`src/rtl/fetch_pkg.sv`:
```
// Shared types for the instruction-fetch front end.
//   fetch_state_t : request tracking state of the fetch FSM
//   fetch_entry_t : {pc, instr} pair buffered between memory and decode
//                   (default-width form; fetch_stage builds a
//                   WIDTH-generic equivalent with the same layout)
package fetch_pkg;

  typedef enum logic [1:0] {
    IDLE    = 2'd0,  // no request outstanding
    WAIT    = 2'd1,  // request outstanding, result wanted
    DISCARD = 2'd2   // request outstanding, result dropped on arrival
  } fetch_state_t;

  localparam int FETCH_WIDTH = 16;

  typedef struct packed {
    logic [FETCH_WIDTH-1:0] pc;
    logic [FETCH_WIDTH-1:0] instr;
  } fetch_entry_t;

endpackage

```
`src/rtl/sync_fifo.sv`:
```
// Synchronous FIFO with single-cycle flush, used as the prefetch queue.
// Ports:
//   clk, reset  : clock, synchronous active-high reset
//   flush       : empties the queue next cycle; a pop in the same cycle
//                 still completes (its data was already presented)
//   push, din   : write an entry (ignored when full, flushing or in reset)
//   pop         : remove the head (ignored when empty)
//   dout, valid : head entry and its valid flag (valid = count != 0)
//   count       : occupancy, 0..DEPTH
module sync_fifo #(
  parameter  int WIDTH_E = 32,
  parameter  int DEPTH   = 4,
  localparam int AW      = $clog2(DEPTH),
  localparam int CW      = AW + 1
) (
  input  logic               clk,
  input  logic               reset,
  input  logic               flush,
  input  logic               push,
  input  logic [WIDTH_E-1:0] din,
  input  logic               pop,
  output logic [WIDTH_E-1:0] dout,
  output logic               valid,
  output logic [CW-1:0]      count
);

  logic [WIDTH_E-1:0] mem [DEPTH];
  logic [AW-1:0]      wr_ptr;
  logic [AW-1:0]      rd_ptr;
  logic               push_ok;
  logic               pop_ok;

  assign push_ok = push && !flush && !reset && (count != CW'(DEPTH));
  assign pop_ok  = pop && (count != '0);
  assign valid   = (count != '0);
  assign dout    = mem[rd_ptr];

  // DEPTH is a power of two, so the pointers wrap by natural overflow.
  always_ff @(posedge clk) begin
    if (reset || flush) begin
      wr_ptr <= '0;
      rd_ptr <= '0;
      count  <= '0;
    end else begin
      if (push_ok) wr_ptr <= wr_ptr + 1'b1;
      if (pop_ok)  rd_ptr <= rd_ptr + 1'b1;
      count <= count + CW'(push_ok) - CW'(pop_ok);
    end
  end

  always_ff @(posedge clk) begin
    if (push_ok) mem[wr_ptr] <= din;
  end

endmodule

```
`src/rtl/fetch_stage.sv`:
```
// Instruction-fetch front end: PC register, incrementer, branch redirect
// and a prefetch queue feeding decode.
// Ports:
//   CLK, reset          : clock, synchronous active-high reset
//   mem_req/addr/ack/data : instruction memory read; req held until ack,
//                         addr stable while req is high, ack may come in
//                         the same cycle req rises
//   redirect, redirect_pc : taken branch/jump: flush queue, refetch target
//   out_valid/ready/instr/pc : queue head towards decode
//   pc_val              : current fetch PC
//   count               : queue occupancy
//   dbg_state           : fetch FSM state, for observation only
//
// Handshake (decode side): an entry is transferred in every cycle where
// out_valid && out_ready at the rising edge; out_valid depends only on
// registered state, never combinationally on out_ready or redirect. A
// transfer in a redirect cycle is still a delivered entry.
module fetch_stage
  import fetch_pkg::*;
#(
  parameter int               WIDTH    = 16,
  parameter int               DEPTH    = 4,
  parameter int               STEP     = 1,
  parameter logic [WIDTH-1:0] RESET_PC = '0,
  localparam int              CW       = $clog2(DEPTH) + 1
) (
  input  logic             CLK,
  input  logic             reset,
  output logic             mem_req,
  output logic [WIDTH-1:0] mem_addr,
  input  logic             mem_ack,
  input  logic [WIDTH-1:0] mem_data,
  input  logic             redirect,
  input  logic [WIDTH-1:0] redirect_pc,
  output logic             out_valid,
  input  logic             out_ready,
  output logic [WIDTH-1:0] out_instr,
  output logic [WIDTH-1:0] out_pc,
  output logic [WIDTH-1:0] pc_val,
  output logic [CW-1:0]    count,
  output fetch_state_t     dbg_state
);

  localparam logic [WIDTH-1:0] STEP_W = WIDTH'(STEP);

  typedef struct packed {
    logic [WIDTH-1:0] pc;
    logic [WIDTH-1:0] instr;
  } entry_t;

  fetch_state_t     state;
  logic [WIDTH-1:0] pc;
  logic [WIDTH-1:0] req_addr;
  logic             issue;
  logic             push;
  logic             pop;
  entry_t           push_entry;
  entry_t           head;

  // A new request only starts from IDLE with room in the queue; since at
  // most one request is ever outstanding, a push can never find it full.
  assign issue    = !reset && (state == IDLE) && (count < CW'(DEPTH)) && !redirect;
  assign mem_req  = issue || (!reset && (state != IDLE));
  assign mem_addr = (state == IDLE) ? pc : req_addr;

  // Data is kept only for a live request that is not being redirected away.
  assign push             = !reset && !redirect && mem_ack && (issue || (state == WAIT));
  assign push_entry.pc    = (state == IDLE) ? pc : req_addr;
  assign push_entry.instr = mem_data;
  assign pop              = out_valid && out_ready;

  sync_fifo #(
    .WIDTH_E (2 * WIDTH),
    .DEPTH   (DEPTH)
  ) u_queue (
    .clk   (CLK),
    .reset (reset),
    .flush (redirect),
    .push  (push),
    .din   (push_entry),
    .pop   (pop),
    .dout  (head),
    .valid (out_valid),
    .count (count)
  );

  assign out_pc    = head.pc;
  assign out_instr = head.instr;
  assign pc_val    = pc;
  assign dbg_state = state;

  always_ff @(posedge CLK) begin
    if (reset) begin
      state    <= IDLE;
      pc       <= RESET_PC;
      req_addr <= RESET_PC;
    end else if (redirect) begin
      pc <= redirect_pc;
      // An outstanding request must still be retired by its ack; until
      // then its result is unwanted.
      if ((state != IDLE) && mem_ack) state <= IDLE;
      else if (state == WAIT)         state <= DISCARD;
    end else begin
      case (state)
        IDLE: begin
          if (issue) begin
            if (mem_ack) begin
              pc <= pc + STEP_W;
            end else begin
              req_addr <= pc;
              state    <= WAIT;
            end
          end
        end
        WAIT: begin
          if (mem_ack) begin
            pc    <= pc + STEP_W;
            state <= IDLE;
          end
        end
        DISCARD: begin
          if (mem_ack) state <= IDLE;
        end
        default: state <= IDLE;
      endcase
    end
  end

endmodule

```
`config.mk`:
```
export PLATFORM = sky130hd
export DESIGN_NAME = fetch_stage
export DESIGN_NICKNAME = d
export VERILOG_FILES = /design/src/rtl/fetch_pkg.sv /design/src/rtl/sync_fifo.sv /design/src/rtl/fetch_stage.sv
export SDC_FILE = /design/constraint.sdc
export NUM_CORES = 1
export LEC_CHECK = 0
export CORE_UTILIZATION = 25
export DETAILED_ROUTE_END_ITERATION = 10
export PLACE_DENSITY_LB_ADDON = 0.08
export SYNTH_ARGS = -nofsm -noshare
export SYNTH_HDL_FRONTEND = slang
export SYNTH_HIERARCHICAL = 1
export SYNTH_SLANG_ARGS = --single-unit
```
`constraint.sdc`:
```
create_clock -name CLK -period 4.8 [get_ports CLK]
set_clock_uncertainty 0.15 [all_clocks]
set_input_delay 0.96 -clock CLK [delete_from_list [all_inputs] [get_ports CLK]]
set_output_delay 0.96 -clock CLK [all_outputs]
set_load 0.1 [all_outputs]
```
==> flow_summary.ini <==
[run_status]
status = complete, no violations

[finish]
area_growth_syn_to_layout_pct = 28.6
fin_area_sq_um = 9010
antennaDiodeCount = 0
final_nets = 578
instances_no_fill = 916
drive_gt1_share_pct = 23.3
fillers = 2674
fin_util_pct = 33.1

[timing]
setup_violations = 0
worst_slack_ns = 0.827
worst_pin_slew_ns = 1.02
relSlewSlack_pct = 31.7
fmax_mhz = 252
post-route-min-period_ns = 3.97
final.period_utilization_pct = 82.8
slew_viol_final = 0
hold_violations = 0
rsz0062_at_grt = false
holdWs_ns = 0.343
fin_setup_tns_ns = 0

[clock_tree]
tritoncts = built
cts_buffers = 17
ctsResizeCount = 0
clkSinkCount = 171
clk_pin_slew_ns = 0.07
clk_latency_ns = 0.42
cts-root-buf = clkbuf_16
postCtsHoldBufs = 0
cts_buffer_depth = 2
htree_levels = 4
cts_setup_buffers = 0

[synth]
yosysUniqueCellTypes = 50
yosysTopAreaCellShare_pct = 54.9
synth_common_cells = edfxtp_1 (128), dfxtp_1 (43), mux4_2 (30)
synth_seq_cells = 171
syn_nets = 464
synth-seq-area-share_pct = 67.1
synthFlopType = edfxtp_1
synth_area_leaders = edfxtp_1 (55%), dfxtp_1 (12%), mux4_2 (9.6%), mux2i_1 (2.6%), mux2_2 (2.6%)
async_flop_share_pct = 0
syn_inst = 417
synth_top_area_cell = edfxtp_1
avgSynthCellArea_sq_um = 16.8
syn_area_sq_um = 7010
synth_edf_count = 128
yosysMostFrequentCell = edfxtp_1
yosys_warnings = 6

[worst_setup_path]
cp-end-kind = primary output
start_kind = flip-flop
reg2reg_to = u_queue/count[2]
rr_worst_depth = 14
reg2reg_from = dbg_state[0]
arrival_ns = 2.86
worstSetupPathType = flip-flop to primary output
worstPathMaxFanout = 16
cp.required_ns = 3.69
r2r_slack_ns = 1.13

[grt]
grt.overflow.total = 0
grt_pass1_wl_um = 25200
grt_max_degree = 33
grt_pass1_vias = 4275
antenna_found_initial = 0
grt_usage_pct = 11.9

[place]
place_ws_ns = 0.815
placed_area_sq_um = 8410
dpl.cell_count = 884
port_buffers = 107
place_congestion = 0.785
dp_hpwl_um = 10800

[floorplanning]
rows = 60
core_area_sq_um = 27300
fp.dieH_um = 169
top_level_ports = 108
die-area_sq_um = 28700
start_util_pct = 25.7
die_x_um = 169

[pwr]
p_leak_nw = 2.95
irDropWorstVdd_mv = 0.241
p_total_mw = 3.68
p_per_area_nw_per_um2 = 408

[route]
wire_per_inst_um = 17.8
wl_um = 16300
vias = 4021
ant_nets = 0
firstDrtPassIters = 4
drt_iter0_drc = 215
drc_errors = 0
vias_per_cell = 4.39

[job]
cap_viol_max_count = 0

[hold_path]
min_from = req_addr[3]
hold_depth = 2
min_path_type = flip-flop to flip-flop
hold_end = req_addr[3]
[cell usage in the layout, fill, tap and decap left out, drive strengths merged, types with 2 or more instances in the layout]
master / count
and3: 3
o21a: 2
o311ai: 2
nor2: 27
a31oi: 2
a21oi: 6
clkbuf: 17
dfxtp: 43
xnor2: 6
a211oi: 9
mux2i: 18
or4: 5
xor2: 2
a311oi: 5
bufinv: 2
o21ai: 2
o211ai: 2
edfxtp: 128
a2111oi: 2
nand4: 2
clkinv: 2
mux2: 16
clkdlybuf4s50: 79
nand2b: 2
and4: 7
nor3: 6
clkinvlp: 3
mux4: 32
o31ai: 3
buf: 38
nand3: 7
nand2: 8
nor4: 2
and2: 9
inv: 23
ha: 9
[critical path, cell delays in order (launching register included)]
cell	delay, ns
dfxtp_2	0.61
buf_12	0.25
mux4_1	0.58
clkdlybuf4s50_1	0.99
[worst max-delay path by stage]
stage / to / slack, ns / depth (start not counted) / from
global placement: u_queue/count[2] / 0.89 / 12 / reset
finish: out_instr[0] / 0.83 / 3 / flip-flop
detailed placement: u_queue/count[2] / 0.82 / 12 / reset
CTS: out_instr[0] / 0.74 / 3 / flip-flop
floorplan: mem_req / 0.45 / 6 / dbg_state[1]
global route: out_instr[0] / 0.66 / 3 / flip-flop
[layout make-up]
class                   count  area [sq um]  area share (%)
inverters                  15          56.3           0.625
clock buffers              17           425            4.72
repair buffers            117          1090            12.1
multi-input cells         209          2090            23.2
well taps                 372           465            5.17
clock inverters            15           175            1.94
flip-flops and latches    171          4710            52.2
[cell families after synthesis]
group | Yosys count | share of synthesized area (%)
compound gates | 41 | 4.55
xor+xnor | 8 | 1.00
fa+ha+maj | 10 | 1.89
buf+inv | 37 | 3.09
flops | 171 | 67.1
mux | 66 | 15.5
simple gates | 84 | 6.79
[sequential cells by signal, indices dropped and copies added, names as in the netlist, named ones only]
signal and flops:
dbg_state 2, req_addr 16, u_queue/count 3, u_queue/rd_ptr 2, u_queue/wr_ptr 2, pc_val 16, u_queue/mem 128
[where the power goes]
| group | switching [mW] | internal (mW) |
|---|---|---|
| Clock | 0.608 | 0.785 |
| Combinational | 0.461 | 0.166 |
| Sequential | 0.0285 | 1.63 |
[layer usage]
layer,wire length (um),GRT usage (%)
met2,7660,19.1
met3,715,3.40
met1,7780,15.7
met4,141,3.53
met5,0,0
Power figures use the tool's default switching activity.
